File: config.mk
export PLATFORM = sky130hd
export DESIGN_NAME = ps2_frame_rx
export DESIGN_NICKNAME = d
export VERILOG_FILES = /design/src/rtl/ps2_frame_rx.sv
export SDC_FILE = /design/constraint.sdc
export NUM_CORES = 1
export LEC_CHECK = 0
export BUFFER_PORTS_ARGS = -buffer_cell sky130_fd_sc_hd__buf_2
export CAP_MARGIN = 20
export CORE_MARGIN = 4
export CORE_UTILIZATION = 50
export CTS_BUF_LIST = sky130_fd_sc_hd__clkbuf_8
export DETAILED_ROUTE_END_ITERATION = 10
export PLACE_DENSITY = 0.76
export SETUP_SLACK_MARGIN = 0.2
export SYNTH_ARGS = -nofsm -noshare
export SYNTH_HDL_FRONTEND = slang
export SYNTH_SLANG_ARGS = --single-unit
File: constraint.sdc
create_clock -name clk -period 2.24 [get_ports clk]
set_input_delay 0 -clock clk [delete_from_list [all_inputs] [get_ports clk]]
set_output_delay 0 -clock clk [all_outputs]
set_load 0.005 [all_outputs]
File: src/rtl/ps2_frame_rx.sv
// PS/2 device-to-host receiver: synchronises and filters kclk/kdata, deframes
// 11-bit frames, and folds E0/F0 prefixes into one make/break event per key.
module ps2_frame_rx #(
  parameter int CLK_HZ     = 50_000_000,
  parameter int FILTER_LEN = 4,
  parameter int TIMEOUT_US = 200
) (
  input  logic        clk,
  input  logic        rst_n,
  input  logic        kclk,
  input  logic        kdata,
  output logic        code_valid,
  output logic [7:0]  code,
  output logic        is_break,
  output logic        is_ext,
  output logic [31:0] keycode_hist,
  output logic        frame_err
);

  localparam int TO_CYCLES = CLK_HZ / 1_000_000 * TIMEOUT_US;
  localparam int TO_W      = $clog2(TO_CYCLES + 1);
  localparam int FLT_W     = $clog2(FILTER_LEN + 1);

  typedef enum logic [1:0] {IDLE, DATA, PARITY, STOP} state_t;

  // Index 0 carries kclk, index 1 carries kdata.
  logic [1:0]       sync1, sync2, filt;
  logic [FLT_W-1:0] flt_cnt [2];
  logic             kclk_prev;

  // NOTE: sequential state uses non-blocking assignments so every register
  // samples the pre-edge value of its neighbours, regardless of statement order.
  always_ff @(posedge clk or negedge rst_n) begin
    if (!rst_n) begin
      sync1     <= 2'b11;
      sync2     <= 2'b11;
      filt      <= 2'b11;
      kclk_prev <= 1'b1;
      for (int i = 0; i < 2; i++) flt_cnt[i] <= '0;
    end else begin
      sync1     <= {kdata, kclk};
      sync2     <= sync1;
      kclk_prev <= filt[0];
      for (int i = 0; i < 2; i++) begin
        if (sync2[i] == filt[i]) begin
          flt_cnt[i] <= '0;
        end else if (flt_cnt[i] == FLT_W'(FILTER_LEN - 1)) begin
          filt[i]    <= sync2[i];
          flt_cnt[i] <= '0;
        end else begin
          flt_cnt[i] <= flt_cnt[i] + FLT_W'(1);
        end
      end
    end
  end

  logic fall, rx_bit, frame_good;
  assign fall   = kclk_prev & ~filt[0];
  assign rx_bit = filt[1];

  state_t          state;
  logic [2:0]      bit_cnt;
  logic [7:0]      shift;
  logic            par_bit;
  logic [TO_W-1:0] to_cnt;
  logic            ext_flag, brk_flag;

  // Odd parity across data plus parity bit, and the stop bit must be high.
  assign frame_good = rx_bit & (^{shift, par_bit});

  always_ff @(posedge clk or negedge rst_n) begin
    if (!rst_n) begin
      state        <= IDLE;
      bit_cnt      <= '0;
      shift        <= '0;
      par_bit      <= 1'b0;
      to_cnt       <= '0;
      ext_flag     <= 1'b0;
      brk_flag     <= 1'b0;
      code_valid   <= 1'b0;
      code         <= '0;
      is_break     <= 1'b0;
      is_ext       <= 1'b0;
      keycode_hist <= '0;
      frame_err    <= 1'b0;
    end else begin
      code_valid <= 1'b0;
      frame_err  <= 1'b0;
      if (fall) begin
        to_cnt <= '0;
        case (state)
          IDLE: begin
            if (!rx_bit) begin
              state   <= DATA;
              bit_cnt <= '0;
            end
          end
          DATA: begin
            shift   <= {rx_bit, shift[7:1]};
            bit_cnt <= bit_cnt + 3'd1;
            if (bit_cnt == 3'd7) state <= PARITY;
          end
          PARITY: begin
            par_bit <= rx_bit;
            state   <= STOP;
          end
          STOP: begin
            state <= IDLE;
            if (frame_good) begin
              keycode_hist <= {keycode_hist[23:0], shift};
              if (shift == 8'hE0) begin
                ext_flag <= 1'b1;
              end else if (shift == 8'hF0) begin
                brk_flag <= 1'b1;
              end else begin
                code       <= shift;
                is_break   <= brk_flag;
                is_ext     <= ext_flag;
                code_valid <= 1'b1;
                ext_flag   <= 1'b0;
                brk_flag   <= 1'b0;
              end
            end else begin
              frame_err <= 1'b1;
              ext_flag  <= 1'b0;
              brk_flag  <= 1'b0;
            end
          end
          default: state <= IDLE;
        endcase
      end else if (state != IDLE) begin
        // A stalled frame is abandoned; an edge in the same cycle takes priority.
        if (to_cnt == TO_W'(TO_CYCLES - 1)) begin
          state     <= IDLE;
          to_cnt    <= '0;
          frame_err <= 1'b1;
          ext_flag  <= 1'b0;
          brk_flag  <= 1'b0;
        end else begin
          to_cnt <= to_cnt + TO_W'(1);
        end
      end else begin
        to_cnt <= '0;
      end
    end
  end

endmodule

Yosys cells after proc, flatten, opt, wreduce, memory -nomap -nowiden
Cells that the tools add are included.
{ "op_classes": {"n_addsub": 4, "eq_ne": 17, "muxes": 37, "n_bitwise": 7, "reduce_logical": 16} }
{ "op_table": {"columns": ["operator", "n"], "rows": [
  ["$mux W14", 3],
  ["$mux W1", 22],
  ["$eq A8 B8 Y1 const B", 2],
  ["$mux W3", 5],
  ["$add A14 B1 Y14 const B", 1],
  ["$eq A14 B14 Y1 const B", 1],
  ["$reduce_and A4 Y1", 3],
  ["$mux W2", 5],
  ["$add A3 B1 Y3 const B", 3],
  ["$ne A3 B3 Y1 const B", 3],
  ["$reduce_xor A9 Y1", 1],
  ["$pmux W2 S4", 1],
  ["$reduce_and A2 Y1", 4],
  ["$reduce_bool A2 Y1", 4],
  ["$eq A3 B2 Y1 const B", 2],
  ["$pmux W3 S2", 1],
  ["$reduce_and A3 Y1", 2],
  ["$not A1 Y1", 5],
  ["$reduce_and A5 Y1", 1],
  ["$eq A2 B2 Y1 const B", 2],
  ["$ne A4 B4 Y1 const B", 1],
  ["$eq A3 B3 Y1 const B", 1],
  ["$and A1 B1 Y1", 2],
  ["$eq A1 B1 Y1", 2],
  ["4 further kinds", 4]
]} }
{ "word_totals": {"ff_bits": 87, "input_bits": 4, "out_inout_bits": 44} }

Longest topological paths before layout
Gate-level depths: netlist of the first run.
{ "depth": {"depth_word": 6, "depth_mapped": 8, "ltp_nobuf": 7} }

Worst setup path after synthesis of the first run
Ideal clock, no wire load.
{ "synth_path": {"kind": "register -> register", "from": "reg shift[2]", "to": "reg keycode_hist[1]", "arrival_time_ns": 2.147, "path_slack_ns": -0.033, "path_stages_with_launch": 9, "period_less_slack_ns": 2.273, "path_cell_list": "dfrtp_1 > xnor2_1 > xnor3_2 > xor2_2 > xnor2_1 > and2_1 > buf_6 > buf_6 > mux2_4"} }
{ "synth_via": {"elab_chain_cells": 3} }
{ "synth_lines": {"columns": ["element", "line_no", "source"], "rows": [
  ["from (decl)", "63", "logic [7:0] shift;"],
  ["from (signal assigned)", "99", "shift <= {rx_bit, shift[7:1]};"],
  ["$reduce_xor A9 Y1", "69", "assign frame_good = rx_bit & (^{shift, par_bit});"],
  ["$and A1 B1 Y1", "69", null],
  ["$reduce_and A3 Y1 (no line)", null, null],
  ["to (signal assigned)", "110", "keycode_hist <= {keycode_hist[23:0], shift};"],
  ["to (decl)", "16", "output logic [31:0] keycode_hist,"]
]} }
No other way between the ends.
A chain may end at the register's enable or synchronous reset.

Final worst setup path of the first run
{ "layout_path": {"from": "reg shift[2]", "to": "reg keycode_hist[16]"} }
The elaborated chain is that of the path after synthesis.

==> load_flow_metrics.sql, run 1 <==
INSERT INTO impl_metrics (metric_group, metric, value, unit) VALUES
('floorplan', 'die_y', '95.8', 'um'),
('critical_path', 'reg2reg_depth', '8', ''),
('grt', 'grt_pass1_vias', '2445', ''),
('grt', 'maximum_number_of_pins_on_one_net_before_global_route_repair', '51', ''),
('synth', 'sequential_share_of_the_synthesized_area', '56.7', '%'),
('placement', 'place_inst', '436', ''),
('grt', 'global_route_usage_sum', '17.1', '%'),
('detailed_routing', 'wl_per_cell', '15.8', 'um'),
('cts', 'tritoncts.num_buffers', '9', ''),
('pwr', 'power_leakage', '2.41', 'nW'),
('grt', 'grt_antenna_before_repair', '0', ''),
('floorplan', 'floorplan.die.width', '95.8', 'um'),
('floorplan', 'fp.dieArea', '0.00917', 'sq mm'),
('cts', 'cts-root-buf', 'sky130_fd_sc_hd__clkbuf_8', ''),
('placement', 'gp_congestion', '0.811', ''),
('sta', 'setup_viol_count_final', '40', ''),
('synth', 'synth.avg_cell_area', '13.5', 'sq um'),
('critical_path', 'timing.critical_path.to_type', 'register', ''),
('sta', 'period_share', '107', '%'),
('critical_path', 'setup.worst_path.class', 'reg -> reg', ''),
('critical_path', 'highest_net_fanout_along_the_worst_path', '5', ''),
('detailed_routing', 'antenna_left', '0', ''),
('critical_path', 'regToRegSetupSlack', '-0.16', 'ns'),
('cts', 'clock_latency', '0.36', 'ns'),
('status', 'run_status', 'complete, but fails checks', ''),
('sta', 'layout_setup_ws', '-0.163', 'ns'),
('floorplan', 'placementRows', '31', ''),
('detailed_routing', 'wl', '7440', 'um'),
('detailed_routing', 'drc', '0', ''),
('synth', 'ys.warnings.count', '0', ''),
('sta', 'max_freq', '0.416', 'GHz'),
('layout', 'num_antenna_cells', '0', ''),
('pwr', 'ir_drop', '0.484', 'mV'),
('synth', 'synth.cell_area', '0.00385', 'sq mm'),
('layout', 'final_common_cell', 'sky130_fd_sc_hd__dfrtp_1', ''),
('hold_path', 'hp-class', 'in -> async', ''),
('detailed_routing', 'routed_via_density', '5.13', ''),
('layout', 'syn_to_final_growth', '25.8', '%'),
('floorplan', 'io_pins', '48', ''),
('layout', 'drive_above_1_share', '43.9', '%'),
('layout', 'layout.cells.most_common_list', 'sky130_fd_sc_hd__dfrtp_1 (80), sky130_fd_sc_hd__buf_2 (46), sky130_fd_sc_hd__mux2_4 (37)', ''),
('placement', 'hpwlAfterDp', '4920', 'um'),
('placement', 'postPlaceCellArea', '0.00431', 'sq mm'),
('placement', 'port_buffers', '47', ''),
('sta', 'max_slew.worst_pin.slew', '0.577', 'ns'),
('cts', 'clock_tree.htree_level_count', '3', ''),
('detailed_routing', 'router_iterations_before_antenna_repair', '4', ''),
('detailed_routing', 'num_vias', '2412', ''),
('floorplan', 'start_util', '52.3', '%'),
('critical_path', 'arrival', '2.64', 'ns'),
('grt', 'grt_first_pass_wirelength', '11900', 'um'),
('critical_path', 'crit_path_start_kind', 'register', ''),
('layout', 'finalNonFillerCells', '470', ''),
('sta', 'drv_slew', '0', ''),
('grt', 'grt_overflow', '0', ''),
('synth', 'ys_ff_latch', '87', ''),
('status', 'violated_checks', 'setup timing', ''),
('synth', 'synth.net_count', '299', ''),
('sta', 'finClkSkew', '0.0133', 'ns'),
('sta', 'max-slew-margin-rel', '61.0', '%'),
('sta', 'finalHoldViolations', '0', ''),
('critical_path', 'worst_ep_required_time', '2.48', 'ns'),
('detailed_routing', 'drtIter0Drc', '107', ''),
('cts', 'clock_tree.buffer_depth', '2', ''),
('run', 'max_cap_violations', '0', ''),
('pwr', 'powerDensity', '822', 'mW/mm^2'),
('floorplan', 'core-area', '0.00737', 'sq mm'),
('sta', 'grt_setup_unrepaired', 'yes', ''),
('layout', 'fin_nets', '379', ''),
('pwr', 'totalPowerFinal', '3.98', 'mW'),
('cts', 'worst_setup_hold_path_clk_slew', '0.10', 'ns'),
('synth', 'synthDistinctLibCells', '41', ''),
('sta', 'final.min_clock_period', '2.40', 'ns'),
('layout', 'postLayoutCellArea', '0.00484', 'sq mm'),
('cts', 'numClockSinks', '87', ''),
('synth', 'synth_cells', '286', ''),
('cts', 'cts_tree', 'built', '');
==> flip-flops by register name, summed over array words and instances (netlist names), 2 cells and up <==
signal / cells
code: 8
filt: 2
keycode_hist: 32
to_cnt: 14
flt_cnt: 6
shift: 8
state: 2
sync1: 2
sync2: 2
bit_cnt: 3
==> layer usage <==
metal  track usage [%]  vias to the layer above  routed length, um
met5                 0                        -                  0
met4              5.57                        0                 93
met3              5.16                        8                354
met2              27.8                       53               3660
met1              21.9                     1196               3330
li1                  -                     1155                  -
==> report_power, final <==
part / internal (mW) / switching (mW) / total (mW) / leakage [nW]
clock network: 0.414 / 0.562 / 0.976 / 0.0902
registers: 1.72 / 0.124 / 1.84 / 1.18
logic: 0.586 / 0.580 / 1.17 / 1.13
==> per-stage QoR <==
| stage | util (%) | setup WS (ns) | hold slack (ns) | TNS, ns |
|---|---|---|---|---|
| finish | 65.7 | -0.163 | 0.139 | -5.05 |
| global route | 65.7 | -0.268 | 0.175 | -9.28 |
| CTS | 64.3 | -0.0656 | 0.136 | -1.69 |
| detailed placement | 58.5 | -0.128 | -0.00767 | -3.18 |
| global placement | 58.5 | -0.0166 | -0.00617 | -0.292 |
| floorplan | - | -0.0213 | -0.296 | -0.489 |
==> final cells by class <==
class,instances,area (sq um)
clock buffers,9,124
inverters,4,15.0
multi-input cells,183,1670
flip-flops and latches,87,2190
clock inverters,7,56.3
fillers,558,2520
well taps,99,124
repair buffers,81,667
==> synth_stat cells (all sizes together) <==
master	number	area [sq um]
nor2	21	78.8
a31oi	2	12.5
a21oi	3	15.0
nand2	15	56.3
mux2	50	664
and4	1	8.76
mux2i	1	10.0
nand2b	2	12.5
xor2	9	86.3
dfrtp	80	2000
nor3	5	30.0
dfstp	7	184
nor2b	8	50.1
a211oi	1	7.51
a22o	4	35.0
nor4bb	1	10.0
ha	9	113
nand3	7	35.0
nand4	2	12.5
o22ai	1	6.26
clkbuf	7	26.3
nor4	2	12.5
o22a	2	17.5
nand4b	1	8.76
inv	4	15.0
a32oi	1	8.76
and2	2	12.5
buf	5	67.6
o211ai	1	7.51
o21ai	9	45.0
and3	3	18.8
nor4b	1	8.76
xnor3	1	23.8
or2	1	6.26
nor3b	4	30.0
xnor2	13	114
==> kinds of logic after synthesis <==
family	synth area share, %
xor gates and xnor gates	5.81
DFF	56.7
and+or+nand+nor	10.2
adders and majority gates	2.92
buffers and inverters	2.83
muxes	17.5
AOI/OAI and AO/OA	4.03
==> worst paths after layout <==
path                                    end      from
hold / removal                      code[2]     rst_n
max in group asynchronous          sync2[1]     rst_n
hold reg to reg                    sync2[0]  sync1[0]
min in group clk                   sync1[1]     kdata
setup / recovery           keycode_hist[16]  shift[2]
setup reg to reg           keycode_hist[16]  shift[2]
==> critical path, stage by stage, from the launching register on <==
cell                      delay (ns)
sky130_fd_sc_hd__dfrtp_1        0.40
sky130_fd_sc_hd__xnor2_1        0.19
sky130_fd_sc_hd__xnor3_2        0.52
sky130_fd_sc_hd__xor2_2         0.21
sky130_fd_sc_hd__xnor2_1        0.19
sky130_fd_sc_hd__and2_4         0.21
sky130_fd_sc_hd__buf_12         0.14
sky130_fd_sc_hd__buf_12         0.12
sky130_fd_sc_hd__mux2_4         0.30
==> repair_timing <==
action	CTS	global route
hold buffers	3	0
pin swaps	11	5
gates cloned	3	1
endpoints found under the hold margin	39	0
gates resized for setup	12	15
endpoints found under the setup margin	41	42
setup buffers	9	2
No activity file was read; power rests on OpenSTA's default activity.
==> run 2, diff against run 1 <==
- CORE_UTILIZATION: 50 -> 40
- PLACE_DENSITY: 0.76 -> 0.64
==> run 2 against run 1 <==
Effect of this change: clock skew decreased by 0.0036 ns; clock power up 13%; largest power group unchanged; wire length decreased by 1.4%; cell count is 5.7% higher; maximum frequency grew 4.1%; global-route usage is 3.8 points lower; clock-buffer cell count unchanged; the run still ends with setup timing left; largest cell class unchanged; register-to-register slack improved by 0.09 ns.
==> load_flow_metrics.sql, run 2 (synthesis gave the netlist of run 1 again) <==
INSERT INTO impl_metrics (metric_group, metric, value, unit) VALUES
('sta', 'grt_setup_unrepaired', 'yes', ''),
('detailed_routing', 'drc', '0', ''),
('layout', 'finalNonFillerCells', '497', ''),
('sta', 'period_share', '103', '%'),
('placement', 'gp_congestion', '0.717', ''),
('critical_path', 'path_buf_inv', '1', ''),
('layout', 'syn_to_final_growth', '25.7', '%'),
('floorplan', 'core-area', '0.00933', 'sq mm'),
('critical_path', 'timing.critical_path.to_type', 'register', ''),
('floorplan', 'fp.dieArea', '0.0113', 'sq mm'),
('cts', 'numClockSinks', '87', ''),
('cts', 'cts-root-buf', 'sky130_fd_sc_hd__clkbuf_8', ''),
('critical_path', 'timing.critical_path.slowest_stage_cell', 'sky130_fd_sc_hd__xnor3_2', ''),
('pwr', 'powerDensity', '899', 'mW/mm^2'),
('status', 'violated_checks', 'setup timing', ''),
('layout', 'multi_input_gate_area', '0.00169', 'sq mm'),
('sta', 'max_slew.worst_pin.slew', '0.599', 'ns'),
('detailed_routing', 'antenna_left', '0', ''),
('critical_path', 'worst_path_top_cell_family_by_delay', 'XOR/XNOR gates', ''),
('layout', 'registers.top_by_ff_count', 'keycode_hist', ''),
('cts', 'cts_tree', 'built', ''),
('layout', 'drive_above_1_share', '44.3', '%'),
('critical_path', 'highest_net_fanout_along_the_worst_path', '8', ''),
('pwr', 'ir_drop', '0.338', 'mV'),
('sta', 'setup_viol_count_final', '39', ''),
('layout', 'finish.utilization', '51.9', '%'),
('sta', 'final.min_clock_period', '2.31', 'ns'),
('sta', 'finalHoldViolations', '0', ''),
('cts', 'worst_setup_hold_path_clk_slew', '0.09', 'ns'),
('grt', 'grt_overflow', '0', ''),
('floorplan', 'floorplan.die.width', '106', 'um'),
('hold_path', 'hp-class', 'in -> async', ''),
('grt', 'grt_pass1_vias', '2440', ''),
('cts', 'tritoncts.num_buffers', '9', ''),
('detailed_routing', 'num_vias', '2378', ''),
('layout', 'largest_register_ff_count', '32', ''),
('grt', 'grt_antenna_before_repair', '0', ''),
('sta', 'drv_slew', '0', ''),
('critical_path', 'crit_path_start_kind', 'register', ''),
('placement', 'hpwlAfterDp', '4820', 'um'),
('layout', 'final_common_cell', 'sky130_fd_sc_hd__dfrtp_1', ''),
('floorplan', 'start_util', '41.3', '%'),
('sta', 'finClkSkew', '0.00969', 'ns'),
('critical_path', 'worst_ep_required_time', '2.48', 'ns'),
('layout', 'layout.filler_cells', '814', ''),
('placement', 'dp_worst_setup_slack', '-0.0967', 'ns'),
('detailed_routing', 'router_iterations_before_antenna_repair', '6', ''),
('floorplan', 'die_y', '106', 'um'),
('floorplan', 'io_pins', '48', ''),
('grt', 'maximum_number_of_pins_on_one_net_before_global_route_repair', '48', ''),
('status', 'run_status', 'complete, but fails checks', ''),
('cts', 'clock_latency', '0.35', 'ns'),
('detailed_routing', 'drtIter0Drc', '81', ''),
('layout', 'num_antenna_cells', '0', ''),
('layout', 'fin_nets', '376', ''),
('sta', 'layout_setup_ws', '-0.0681', 'ns'),
('critical_path', 'arrival', '2.55', 'ns'),
('grt', 'global_route_usage_sum', '13.3', '%'),
('detailed_routing', 'wl_per_cell', '14.8', 'um'),
('pwr', 'power_leakage', '2.40', 'nW'),
('cts', 'clock_tree.htree_level_count', '3', ''),
('layout', 'sequential_cell_area', '0.00219', 'sq mm'),
('detailed_routing', 'wl', '7340', 'um'),
('sta', 'max-slew-margin-rel', '60.1', '%'),
('layout', 'reg.largest.list', 'keycode_hist x32, to_cnt x14', ''),
('critical_path', 'worstPathCellList', 'xnor2_1, xnor3_2, xor2_4, xnor2_2, and2_4, clkbuf_16, mux2_4', ''),
('run', 'max_cap_violations', '0', ''),
('sta', 'max_freq', '0.433', 'GHz'),
('floorplan', 'placementRows', '35', ''),
('critical_path', 'setup.worst_path.class', 'reg -> reg', ''),
('placement', 'place_inst', '468', ''),
('layout', 'layout.cells.most_common_list', 'sky130_fd_sc_hd__dfrtp_1 (80), sky130_fd_sc_hd__buf_2 (46), sky130_fd_sc_hd__mux2_4 (38)', ''),
('cts', 'clock_tree.buffer_depth', '2', ''),
('grt', 'grt_first_pass_wirelength', '12000', 'um'),
('detailed_routing', 'routed_via_density', '4.78', ''),
('placement', 'port_buffers', '47', ''),
('critical_path', 'cp_slowest_stage_delay', '0.52', 'ns');
## run 2: routing by layer
layer | global-route usage, % | part of all wire [%] | vias to the layer above
li1 | - | - | 1144
met1 | 18.5 | 48 | 1183
met2 | 20.4 | 47 | 41
met3 | 2.79 | 4.0 | 10
met4 | 5.27 | 1.1 | 0
met5 | 0 | 0 | -
## run 2: final timing paths
check / start / endpoint / slack [ns] / cells past startpoint
worst max-delay path: shift[2] / keycode_hist[18] / -0.07 / 7
worst min-delay path: rst_n / keycode_hist[21] / 0.20 / 2
worst max register to register: shift[2] / keycode_hist[18] / -0.07 / 7
worst min register to register: sync1[0] / sync2[0] / 0.36 / 0
max in group asynchronous: rst_n / filt[1] / 1.34 / 3
min in group clk: kdata / sync1[1] / 0.30 / 2
## run 2: metrics by stage
| step | cell area (sq um) | hold WS (ns) | power, mW | setup TNS, ns |
|---|---|---|---|---|
| 2_1_floorplan | 3890 | -0.296 | 2.48 | -0.489 |
| 3_3_place_gp | 4360 | 0.0432 | 2.77 | -0.553 |
| 3_5_place_dp | 4360 | 0.0492 | 2.80 | -0.803 |
| 4_1_cts | 4680 | 0.219 | 4.06 | -0.122 |
| 5_1_grt | 4840 | 0.269 | 4.60 | -5.27 |
| 6_report | 4840 | 0.204 | 4.35 | -1.44 |
## run 2: timing repair
item	in CTS	in global routing
pin swaps	5	6
hold buffers	3	0
gates resized for setup	8	21
setup buffers	6	2
endpoints found under the setup margin	41	43
cloned	0	2
hold endpoints to repair	48	0
## run 2: power breakdown
part | internal [mW] | total (mW) | switching (mW)
Sequential | 1.72 | 1.82 | 0.102
Clock | 0.518 | 1.10 | 0.583
Combinational | 0.760 | 1.43 | 0.672
Total | 3.00 | 4.35 | 1.36
## run 2: final cells by class
cell class	count	area share, %
Clock inverter	7	1.47
Multi-Input combinational cell	183	34.9
Tap cell	129	3.33
Clock buffer	9	2.56
Timing Repair Buffer	78	12.2
Inverter	4	0.310
Sequential cell	87	45.1
==> run 3, diff against run 2 <==
==> constraint.sdc (replaced) <==
create_clock -name clk -period 2.24 [get_ports clk]
set_input_delay 0.672 -clock clk [delete_from_list [all_inputs] [get_ports clk]]
set_output_delay 0.672 -clock clk [all_outputs]
set_load 0.005 [all_outputs]
==> run 3 against run 2 <==
Effect of this change: the flow still finishes with violations (setup timing); cell count shrank 1.4%; global-route usage is essentially flat; critical path type unchanged; utilization decreased by 1.0 points; critical endpoint unchanged; clock-buffer cell count grew 1; combinational power fell by 3%; via count down 0.67%; critical path depth did not move; clock skew grew 0.0045 ns.
==> load_flow_metrics.sql, run 3 (synthesis gave the netlist of run 1 again) <==
INSERT INTO impl_metrics (metric_group, metric, value, unit) VALUES
('sta', 'max_slew.worst_pin.slew', '0.452', 'ns'),
('detailed_routing', 'wl_per_cell', '14.5', 'um'),
('pwr', 'ir_drop', '0.418', 'mV'),
('sta', 'holdWs', '0.243', 'ns'),
('detailed_routing', 'antenna_left', '0', ''),
('grt', 'grt_overflow', '0', ''),
('detailed_routing', 'drtIter0Drc', '80', ''),
('detailed_routing', 'drc', '0', ''),
('run', 'max_cap_violations', '0', ''),
('layout', 'final_common_cell', 'sky130_fd_sc_hd__dfrtp_1', ''),
('cts', 'tritoncts.num_buffers', '9', ''),
('pwr', 'powerDensity', '905', 'mW/mm^2'),
('detailed_routing', 'num_vias', '2362', ''),
('critical_path', 'highest_net_fanout_along_the_worst_path', '16', ''),
('floorplan', 'io_pins', '48', ''),
('placement', 'gp_congestion', '0.792', ''),
('sta', 'finClkSkew', '0.0142', 'ns'),
('layout', 'registers.top_by_ff_count', 'keycode_hist', ''),
('placement', 'dp_worst_setup_slack', '-0.0901', 'ns'),
('critical_path', 'arrival', '2.52', 'ns'),
('cts', 'cts-root-buf', 'sky130_fd_sc_hd__clkbuf_8', ''),
('hold_path', 'hp-class', 'in -> async', ''),
('critical_path', 'destination_of_the_worst_register_to_register_timing_path', 'keycode_hist[18]', ''),
('placement', 'postPlaceCellArea', '0.00437', 'sq mm'),
('critical_path', 'crit_path_start_kind', 'register', ''),
('pwr', 'power_leakage', '2.35', 'nW'),
('sta', 'max_freq', '0.435', 'GHz'),
('layout', 'layout.cells.most_common_list', 'sky130_fd_sc_hd__dfrtp_1 (80), sky130_fd_sc_hd__buf_2 (46), sky130_fd_sc_hd__mux2_4 (38)', ''),
('sta', 'final.setup.tns', '-1.14', 'ns'),
('sta', 'drv_slew', '0', ''),
('grt', 'global_route_usage_sum', '13.3', '%'),
('cts', 'clock_tree.buffer_depth', '2', ''),
('detailed_routing', 'router_iterations_before_antenna_repair', '4', ''),
('critical_path', 'regToRegSetupSlack', '-0.06', 'ns'),
('critical_path', 'setup.worst_path.class', 'reg -> reg', ''),
('cts', 'clock_tree.htree_level_count', '3', ''),
('status', 'run_status', 'complete, but fails checks', ''),
('layout', 'finish.utilization', '50.9', '%'),
('floorplan', 'floorplan.die.width', '106', 'um'),
('layout', 'finalNonFillerCells', '490', ''),
('cts', 'cts_tree', 'built', ''),
('cts', 'hold_buffers_post_cts', '0', ''),
('grt', 'grt_pass1_vias', '2396', ''),
('critical_path', 'reg2reg_depth', '7', ''),
('floorplan', 'core-area', '0.00933', 'sq mm'),
('layout', 'syn_to_final_growth', '23.3', '%'),
('layout', 'largest_register_ff_count', '32', ''),
('layout', 'postLayoutCellArea', '0.00475', 'sq mm'),
('floorplan', 'fp.dieArea', '0.0113', 'sq mm'),
('placement', 'port_buffers', '47', ''),
('cts', 'worst_setup_hold_path_clk_slew', '0.09', 'ns'),
('layout', 'fin_nets', '369', ''),
('layout', 'num_antenna_cells', '0', ''),
('sta', 'grt_setup_unrepaired', 'yes', ''),
('placement', 'place_inst', '469', ''),
('detailed_routing', 'routed_via_density', '4.82', ''),
('status', 'violated_checks', 'setup timing', ''),
('sta', 'layout_setup_ws', '-0.0565', 'ns'),
('critical_path', 'worst_ep_required_time', '2.46', 'ns'),
('cts', 'clock_latency', '0.35', 'ns'),
('grt', 'grt_antenna_before_repair', '0', ''),
('sta', 'final.min_clock_period', '2.30', 'ns'),
('floorplan', 'start_util', '41.3', '%'),
('critical_path', 'timing.critical_path.to_type', 'register', ''),
('detailed_routing', 'wl', '7100', 'um'),
('floorplan', 'placementRows', '35', ''),
('floorplan', 'die_y', '106', 'um'),
('sta', 'max-slew-margin-rel', '69.4', '%'),
('cts', 'numClockSinks', '87', ''),
('pwr', 'totalPowerFinal', '4.30', 'mW'),
('sta', 'setup_viol_count_final', '38', ''),
('grt', 'grt_first_pass_wirelength', '12000', 'um'),
('sta', 'period_share', '103', '%'),
('critical_path', 'critical_path.reg2reg.startpoint', 'shift[2]', ''),
('layout', 'drive_above_1_share', '43.5', '%'),
('sta', 'finalHoldViolations', '0', ''),
('layout', 'reg.largest.list', 'keycode_hist x32, to_cnt x14', ''),
('grt', 'maximum_number_of_pins_on_one_net_before_global_route_repair', '33', ''),
('placement', 'hpwlAfterDp', '4900', 'um');
-- run 3: changes by cell type in the layout (fill, tap and decap cells not counted), sizes merged --
cell	before	now
clkinvlp	2	1
clkinv	1	2
buf	73	71
inv	7	6
dlygate4sd3	3	0
clkbuf	11	10
-- run 3: how the worst max path moves through the flow --
stage	from	to	slack, ns
5_1_grt	shift[5]	is_ext	-0.12
3_3_place_gp	shift[2]	code[4]	-0.06
3_5_place_dp	shift[5]	code[4]	-0.09
4_1_cts	shift[2]	keycode_hist[18]	0.005
2_1_floorplan	shift[2]	keycode_hist[1]	-0.02
6_report	shift[2]	keycode_hist[18]	-0.06
-- run 3: worst max-delay path, cell delays in order, from the launching register on --
cell                      delay, ns
sky130_fd_sc_hd__dfrtp_1       0.39
sky130_fd_sc_hd__xnor2_1       0.19
sky130_fd_sc_hd__xnor3_2       0.51
sky130_fd_sc_hd__xor2_2        0.24
sky130_fd_sc_hd__xnor2_2       0.15
sky130_fd_sc_hd__and2_4        0.21
sky130_fd_sc_hd__buf_12        0.17
sky130_fd_sc_hd__mux2_4        0.31
-- run 3: what timing repair did --
action / CTS / global route
resized for setup: 10 / 17
setup endpoints to repair: 41 / 43
setup buffers: 4 / 1
cloned: 0 / 0
pin swaps: 9 / 4
-- run 3: final cells by class --
type	count	area [sq um]
Clock buffer	10	138
Clock inverter	6	62.6
Fill cell	811	4580
Inverter	4	15.0
Multi-Input combinational cell	183	1700
Sequential cell	87	2190
Tap cell	129	161
Timing Repair Buffer	71	487
-- run 3: where the power goes --
| part | total (mW) | internal [mW] | switching [mW] |
|---|---|---|---|
| clock network | 1.08 | 0.542 | 0.536 |
| registers | 1.83 | 1.72 | 0.108 |
| logic | 1.39 | 0.723 | 0.668 |
| total | 4.30 | 2.98 | 1.31 |
-- run 3: routing by layer --
metal / wire, um / global-route usage (%) / vias up
met1: 3460 / 18.5 / 1181
met3: 274 / 3.64 / 2
met4: 36 / 4.07 / 0
li1: - / - / 1132
met2: 3320 / 20.5 / 47
met5: 0 / 0 / -
